[src/rtl/piso_pkg.sv]
// Shared types and constants for the piso_tx serial transmitter.
//   piso_state_t   : FSM state encoding (IDLE, SHIFT)
//   PISO_MIN_WIDTH : smallest word width the transmitter supports
package piso_pkg;

    typedef enum logic {IDLE, SHIFT} piso_state_t;

    localparam int PISO_MIN_WIDTH = 2;

endpackage

[src/rtl/piso_bit_cnt.sv]
// Modulo-WIDTH bit counter for the serial transmitter.
// Ports:
//   i_clk   : clock, rising edge
//   i_rst_n : synchronous active-low reset
//   i_clr   : force the count to 0 (takes priority over i_en)
//   i_en    : advance the count; wraps to 0 after WIDTH-1
//   o_cnt   : current count
//   o_last  : count is at WIDTH-1
module piso_bit_cnt
    import piso_pkg::*;
#(
    parameter int WIDTH = 4,
    localparam int CNT_W = (WIDTH > 1) ? $clog2(WIDTH) : 1
) (
    input  logic             i_clk,
    input  logic             i_rst_n,
    input  logic             i_clr,
    input  logic             i_en,
    output logic [CNT_W-1:0] o_cnt,
    output logic             o_last
);

    logic [CNT_W-1:0] r_cnt;
    logic             w_last;

    assign w_last = (r_cnt == CNT_W'(WIDTH - 1));

    always_ff @(posedge i_clk) begin
        if (!i_rst_n) begin
            r_cnt <= '0;
        end else if (i_clr) begin
            r_cnt <= '0;
        end else if (i_en) begin
            // Reload rather than wrap so non-power-of-two widths stay in range.
            r_cnt <= w_last ? '0 : r_cnt + 1'b1;
        end
    end

    assign o_cnt  = r_cnt;
    assign o_last = w_last;

endmodule

[src/rtl/piso_tx.sv]
// Parallel-in/serial-out transmitter. Accepts a word via valid/ready and
// shifts it out LSB first, one bit per clock, with framing strobes.
//
//   state | meaning
//   IDLE  | nothing on the line, ready for a word
//   SHIFT | a word is being serialised
//
// Ports:
//   i_clk         : clock, rising edge
//   i_rst_n       : synchronous active-low reset
//   i_load_valid  : producer offers i_load_data
//   o_load_ready  : transmitter accepts a word this cycle (combinational)
//   i_load_data   : parallel word to send
//   o_ser_out     : serial data bit
//   o_ser_valid   : o_ser_out carries a live bit
//   o_frame_start : bit 0 of a word is on the line
//   o_frame_end   : bit WIDTH-1 of a word is on the line
module piso_tx
    import piso_pkg::*;
#(
    parameter int WIDTH = 4
) (
    input  logic             i_clk,
    input  logic             i_rst_n,
    input  logic             i_load_valid,
    output logic             o_load_ready,
    input  logic [WIDTH-1:0] i_load_data,
    output logic             o_ser_out,
    output logic             o_ser_valid,
    output logic             o_frame_start,
    output logic             o_frame_end
);

    localparam int CNT_W = (WIDTH > 1) ? $clog2(WIDTH) : 1;

    generate
        if (WIDTH < PISO_MIN_WIDTH) begin : g_width_check
            $error("piso_tx: WIDTH must be at least %0d", PISO_MIN_WIDTH);
        end
    endgenerate

    piso_state_t      r_state;
    piso_state_t      w_state_nxt;
    logic [WIDTH-1:0] r_shreg;
    logic [CNT_W-1:0] w_cnt;
    logic             w_last;
    logic             w_ready;
    logic             w_xfer;
    logic             w_shifting;

    assign w_shifting = (r_state == SHIFT);
    assign w_xfer     = i_load_valid && w_ready;

    piso_bit_cnt #(
        .WIDTH (WIDTH)
    ) u_bit_cnt (
        .i_clk   (i_clk),
        .i_rst_n (i_rst_n),
        .i_clr   (w_xfer),
        .i_en    (w_shifting),
        .o_cnt   (w_cnt),
        .o_last  (w_last)
    );

    always_ff @(posedge i_clk) begin
        if (!i_rst_n) begin
            r_state <= IDLE;
        end else begin
            r_state <= w_state_nxt;
        end
    end

    // Ready opens on the last bit too, so a waiting word follows with no gap.
    always_comb begin
        w_state_nxt = r_state;
        w_ready     = 1'b0;
        case (r_state)
            IDLE: begin
                w_ready = 1'b1;
                if (i_load_valid) begin
                    w_state_nxt = SHIFT;
                end
            end
            SHIFT: begin
                w_ready = w_last;
                if (w_last && !i_load_valid) begin
                    w_state_nxt = IDLE;
                end
            end
            default: begin
                w_state_nxt = IDLE;
            end
        endcase
    end

    always_ff @(posedge i_clk) begin
        if (!i_rst_n) begin
            r_shreg <= '0;
        end else if (w_xfer) begin
            r_shreg <= i_load_data;
        end else if (w_shifting) begin
            r_shreg <= {1'b0, r_shreg[WIDTH-1:1]};
        end
    end

    assign o_load_ready  = w_ready;
    assign o_ser_out     = w_shifting && r_shreg[0];
    assign o_ser_valid   = w_shifting;
    assign o_frame_start = w_shifting && (w_cnt == '0);
    assign o_frame_end   = w_shifting && w_last;

endmodule

[config.mk]
export PLATFORM = sky130hd
export DESIGN_NAME = piso_tx
export DESIGN_NICKNAME = d
export VERILOG_FILES = /design/src/rtl/piso_pkg.sv /design/src/rtl/piso_bit_cnt.sv /design/src/rtl/piso_tx.sv
export SDC_FILE = /design/constraint.sdc
export NUM_CORES = 1
export LEC_CHECK = 0
export CAP_MARGIN = 15
export CORE_AREA = 2 2 39 41
export CTS_CLUSTER_SIZE = 12
export DETAILED_ROUTE_END_ITERATION = 10
export DIE_AREA = 0 0 41 43
export GPL_ROUTABILITY_DRIVEN = 0
export HOLD_SLACK_MARGIN = 0.05
export SYNTH_ARGS = -nofsm -noshare
export SYNTH_HDL_FRONTEND = slang
export SYNTH_SLANG_ARGS = --single-unit
[constraint.sdc]
create_clock -name i_clk -period 1.38 [get_ports i_clk]
set_input_delay 0.207 -clock i_clk [delete_from_list [all_inputs] [get_ports i_clk]]
set_output_delay 0.207 -clock i_clk [all_outputs]
set_load 0.01 [all_outputs]
After elaboration in Yosys (flattened, before gate mapping)
Index checks and enable logic that the tools add are counted.
{"block": "totals", "reg_bits": 7, "inputBits": 7, "output_inout_bits": 5, "word_cells": 23}
{"block": "classes", "n_eq_ne": 1, "mux": 7, "reduce_logical": 9, "add_sub_neg": 1, "n_bitwise": 2}
{"op": "4-bit two-way mux", "n": 2}
{"op": "1-bit logical AND", "n": 5}
{"op": "1-bit case mux with 2 select lines", "n": 2}
{"op": "2-bit by 1-bit adder with 2-bit output (second input constant)", "n": 1}
{"op": "2-bit == test (second input constant)", "n": 1}
{"op": "2-bit logical NOT", "n": 1}
{"op": "1-bit two-way mux", "n": 2}
{"op": "2-bit two-way mux", "n": 1}
{"op": "1-bit NOT", "n": 2}
{"op": "2-bit nonzero test", "n": 1}
{"op": "2-bit OR reduction", "n": 1}
{"op": "1-bit logical NOT", "n": 1}

Logic depth before layout (Yosys ltp)
{"block": "depth", "ltp_word": 4, "ltp_mapped": 4, "ltp_nobuf": 4}

Modules after synthesis
From an unflattened synthesis, not the netlist that was laid out.
{"block": "unflattened", "cells_unflattened": 42, "hier_area_um2": 385.4}
{"mod": "piso_tx", "instances": 1, "cells_each": 33, "seq_area_each_um2": 100.1, "area_per_inst_um2": 289.0}
{"mod": "piso_bit_cnt", "instances": 1, "cells_each": 9, "seq_area_each_um2": 40.0, "area_per_inst_um2": 96.3}

Worst setup path after synthesis
OpenSTA, ideal clock, no wires.
{"block": "synth_timing", "kind": "reg-to-reg", "from": "register u_bit_cnt.r_cnt[0], in the netlist u_bit_cnt.o_cnt[0]", "to": "register r_shreg[0]", "setup_time_ns": 0.118, "path_buffers": 0, "path_stages_with_launch": 5, "required_ns": 1.262, "slack_ns": 0.263, "period_less_slack_ns": 1.117, "t_arrival_ns": 0.999, "path_cell_list": "dfxtp_1 > ha_1 > a21bo_2 > o211ai_1 > nor2_1"}
{"block": "synth_between", "elab_chain_len": 4, "word_cells_on_any_way": 5, "cone_classes": "eq/ne: 1; mux: 2; reduce/logical: 2"}
{"item": "start: declaration", "line": "piso_bit_cnt.sv:23", "rtl": "logic [CNT_W-1:0] r_cnt;"}
{"item": "start signal: assignment", "line": "piso_bit_cnt.sv:35", "rtl": "r_cnt <= w_last ? '0 : r_cnt + 1'b1;"}
{"item": "2-bit == test (*)", "line": "piso_bit_cnt.sv:26", "rtl": "assign w_last = (r_cnt == CNT_W'(WIDTH - 1));"}
{"item": "1-bit case mux with 2 select lines (*)", "line": "piso_tx.sv:77", "rtl": "case (r_state)"}
{"item": "1-bit logical AND (*)", "line": "piso_tx.sv:52", "rtl": "assign w_xfer = i_load_valid && w_ready;"}
{"item": "4-bit two-way mux or 2-bit nonzero test (tied branches)"}
{"item": "end signal: assignment", "line": "piso_tx.sv:100", "rtl": "r_shreg <= i_load_data;"}
{"item": "end signal: assignment", "line": "piso_tx.sv:102", "rtl": "r_shreg <= {1'b0, r_shreg[WIDTH-1:1]};"}
{"item": "end: declaration", "line": "piso_tx.sv:44", "rtl": "logic [WIDTH-1:0] r_shreg;"}
Mark *: on every way between the ends. The rest lies on a longest branch, timed or not.
A chain may end at the register's enable or synchronous reset.

Final worst setup path
{"block": "layout_timing", "from": "register u_bit_cnt.r_cnt[0], in the netlist u_bit_cnt.o_cnt[0]", "to": "output port o_frame_start"}
{"block": "layout_between", "elab_chain_len": 2}
{"item": "2-bit logical NOT", "line": "piso_tx.sv:109", "rtl": "assign o_frame_start = w_shifting && (w_cnt == '0);"}
{"item": "1-bit logical AND", "line": "piso_tx.sv:109"}
{"item": "end: declaration", "line": "piso_tx.sv:30", "rtl": "output logic o_frame_start,"}
Every way passes these cells.

==> qor_table.md <==
| Result | This run | Unit |
|:---|:---|:---|
| Result of the run | finished clean | - |
| Fraction of the cycle the final worst path needs | 0.940 | - |
| FFs w/ async S/R, synth | 0 | - |
| HP Start | r_shreg[2] | - |
| Post-layout instance area | 639 | sq um |
| Clock slew at the register clock pins of the worst setup and hold paths | 50 | ps |
| Most instantiated library cell after synthesis | dfxtp_1 | - |
| Library cell occupying the most area in the post-synthesis netlist | dfxtp_1 | - |
| Clock tree skew after final layout | 4.57 | ps |
| HPWL reported at the end of detailed placement | 628 | microns |
| Flop and latch count out of synthesis | 7 | - |
| Crit path required time | 1170 | ps |
| Clock insertion delay at the later pin of the skew report | 250 | ps |
| Power Dens Cells | 823 | nW/um^2 |
| Count of buffers from port buffering | 11 | - |
| Global-route wire length before repair | 1.51 | mm |
| Gate count after technology mapping | 47 | - |
| Leakage power | 0.295 | nW |
| Maximum single-stage delay on the critical path | 350 | ps |
| Synth cell count leaders | dfxtp_1 (7), nor2_1 (5), and2_1 (4), ha_1 (3), inv_1 (3) | - |
| 1st-pass router iterations | 2 | - |
| Crit-path cells | inv_2 -> ha_1 -> and2_1 -> buf_2 | - |
| Number of sinks driven by the clock tree | 7 | - |
| Setup violators final | 0 | - |
| Max-capacitance violation count | 0 | - |
| CP endpoint kind | output pin | - |
| Total nets after synthesis | 57 | - |
| Count of warnings emitted by yosys | 0 | - |
| Relative slew slack | 0.823 | - |
| Master cell of the clock root buffer | clkbuf_4 | - |
| Cell family contributing the most delay on the critical path | flip-flops | - |
| Top cells by area, synth | dfxtp_1 (31%), ha_1 (8.4%), mux2_4 (6.7%) | - |
| Total detailed-routing wirelength | 849 | microns |
| Critical path depth | 4 | - |
| Start-to-end type of the worst setup path | reg -> out | - |
| Number of global-route vias before repair | 360 | - |
| Distinct cell type count after synthesis | 23 | - |
| Clock buffer depth | 2 | - |
| Number of nets with antenna violations after detailed routing | 0 | - |
| Depth of the worst register-to-register path | 5 | - |
| Post-Syn Area | 445 | sq um |
| GRT Overall Usage | 0.130 | - |
| Remaining Overflow, GRT | 0 | - |
| Via count | 383 | - |
| Antenna violations before repair | 0 | - |
| Startpoint type of the worst setup path | register | - |
| Final hold vios | 0 | - |
| Nets | 80 | - |
| Worst r2r src | u_bit_cnt.o_cnt[0] | - |
| Worst slack after detailed placement | -61.8 | ps |
| Chip width | 41 | microns |
| Sequential element share of the synthesized area | 0.315 | - |
| Area of the die | 1760 | sq um |
| Buffer and inverter count on the worst path | 2 | - |
| Clock tree from TritonCTS | built | - |
| Pins over their slew limit | 0 | - |
| Highest net fanout along the worst path | 4 | - |
| Maximum number of pins on one net before global-route repair | 10 | - |
| Total CTS buffers | 3 | - |
| Slowest CP cell | dfxtp_2 | - |
| Die outline height | 43 | microns |
| Area growth syn-to-layout | 43.5 | % |
| Most used flip-flop cell after synthesis | dfxtp_1 | - |
| Starting density of the core | 0.322 | - |
| Final routed DRC violation total | 0 | - |
| Area of the placeable core | 1380 | sq um |
| Placement Rows | 14 | - |
| Ports | 12 | - |
| Max Fclk | 771 | MHz |
| Detailed Route Iter0 Violations | 2 | - |
| Area share of the leading cell type in the synthesized netlist | 0.315 | - |
| Post-layout min period | 1300 | ps |
| Placed Instance Area | 613 | sq um |
| Setup tns final | 0 | ps |
| ANT cells | 0 | - |
| Synthesized area divided by synthesized cell count | 9.48 | sq um |
| Critical path data arrival time | 1090 | ps |
| Type of the worst min-delay path | reg -> reg | - |
| RSZ-0062 raised after global routing | no | - |
| Number of flops mapped to enable cells by yosys | 0 | - |
| Number of vias per cell | 4.51 | - |
| Critical Path Source | u_bit_cnt.o_cnt[0] | - |
| Worst hold stages | 2 | - |
| Share of post-route cells with drive strength above 1 | 0.377 | - |
| Worst VDD drop | 546 | uV |
| Actual slew at the worst max-slew pin | 265 | ps |
| Total number of H-tree levels | 1 | - |
| WL/cell | 9.99 | microns |
| Final critical-path setup slack | 83.4 | ps |
-- timing repair --
action / in CTS / in global routing
hold buffers: 0 / 0
setup endpoints to repair: 5 / 4
gates resized for setup: 13 / 4
setup buffers: 1 / 0
-- power by group --
| group | internal [mW] | total (mW) | leakage [nW] | switching, mW |
|---|---|---|---|---|
| Sequential | 0.217 | 0.227 | 0.0592 | 0.0103 |
| Combinational | 0.0714 | 0.117 | 0.221 | 0.0452 |
| Clock | 0.110 | 0.182 | 0.0150 | 0.0719 |
| Total | 0.399 | 0.526 | 0.295 | 0.127 |
-- flip-flops by register name, indices dropped and copies added (netlist names) --
signal	cells
o_ser_valid	1
r_shreg	4
u_bit_cnt.o_cnt	2
-- layer usage --
| layer | up-vias | wire length [microns] | track usage |
|---|---|---|---|
| met5 | - | 0 | 0 |
| met4 | 0 | 13 | 0.100 |
| met3 | 2 | 39 | 0.0314 |
| met2 | 8 | 394 | 0.172 |
| met1 | 166 | 401 | 0.172 |
| li1 | 207 | - | - |
-- per-stage QoR --
step                hold slack, ps  power (mW)  utilization  instances
floorplan                      325       0.297            -         47
global placement               473       0.351        0.443         80
detailed placement             483       0.352        0.443         80
CTS                            490       0.542        0.467         85
global route                   507       0.566        0.462         85
finish                         486       0.526        0.462         85
-- area by class of cell --
type | instances | area [sq um]
Clock buffer | 4 | 26.3
Sequential cell | 7 | 146
Tap cell | 16 | 20.0
Multi-Input combinational cell | 35 | 272
Inverter | 3 | 11.3
Timing Repair Buffer | 20 | 164
Fill cell | 154 | 744
-- worst min-delay path, cell delays in order, from the launching register on --
cell	delay (ps)
dfxtp_1	310
inv_1	60
a311oi_2	70
-- final timing paths --
path	to	slack, ps
worst min-delay path	r_shreg[1]	490
worst max-delay path	o_frame_start	80
worst max register to register	r_shreg[2]	150
worst min register to register	r_shreg[1]	490
-- cell usage in the layout, fill, tap and decap left out --
master,synthesis,final
buf_4,0,9
clkdlybuf4s50_1,0,6
nor2_1,5,5
and2_1,4,4
dfxtp_1,7,4
ha_1,3,3
clkbuf_4,0,3
inv_1,3,2
o21ai_1,2,2
nor2b_1,2,2
o21a_1,2,2
nand3b_1,2,2
o211ai_1,2,2
mux2_4,2,2
clkbuf_2,0,2
dfxtp_2,0,2
inv_2,0,1
nand2b_1,1,1
mux2i_1,1,1
nand3_1,1,1
nand2_2,1,1
nor3b_1,1,1
a31oi_1,1,1
nor3_1,1,1
a21bo_2,1,1
nor3_2,1,1
mux2_2,1,1
a311oi_2,1,1
clkbuf_1,0,1
dfxtp_4,0,1
dlygate4sd2_1,0,1
dlymetal6s2s_1,0,1
buf_2,0,1
-- kinds of logic (layout without fill, tap and decap cells) --
logic type,Yosys count,after routing,share of synthesized area
buf+inv,5,27,0.0758
flops,7,7,0.315
fa+ha+maj,3,3,0.0843
simple gates,19,19,0.250
compound gates,9,9,0.160
mux,4,4,0.115
No activity file was read; power rests on OpenSTA's default activity.
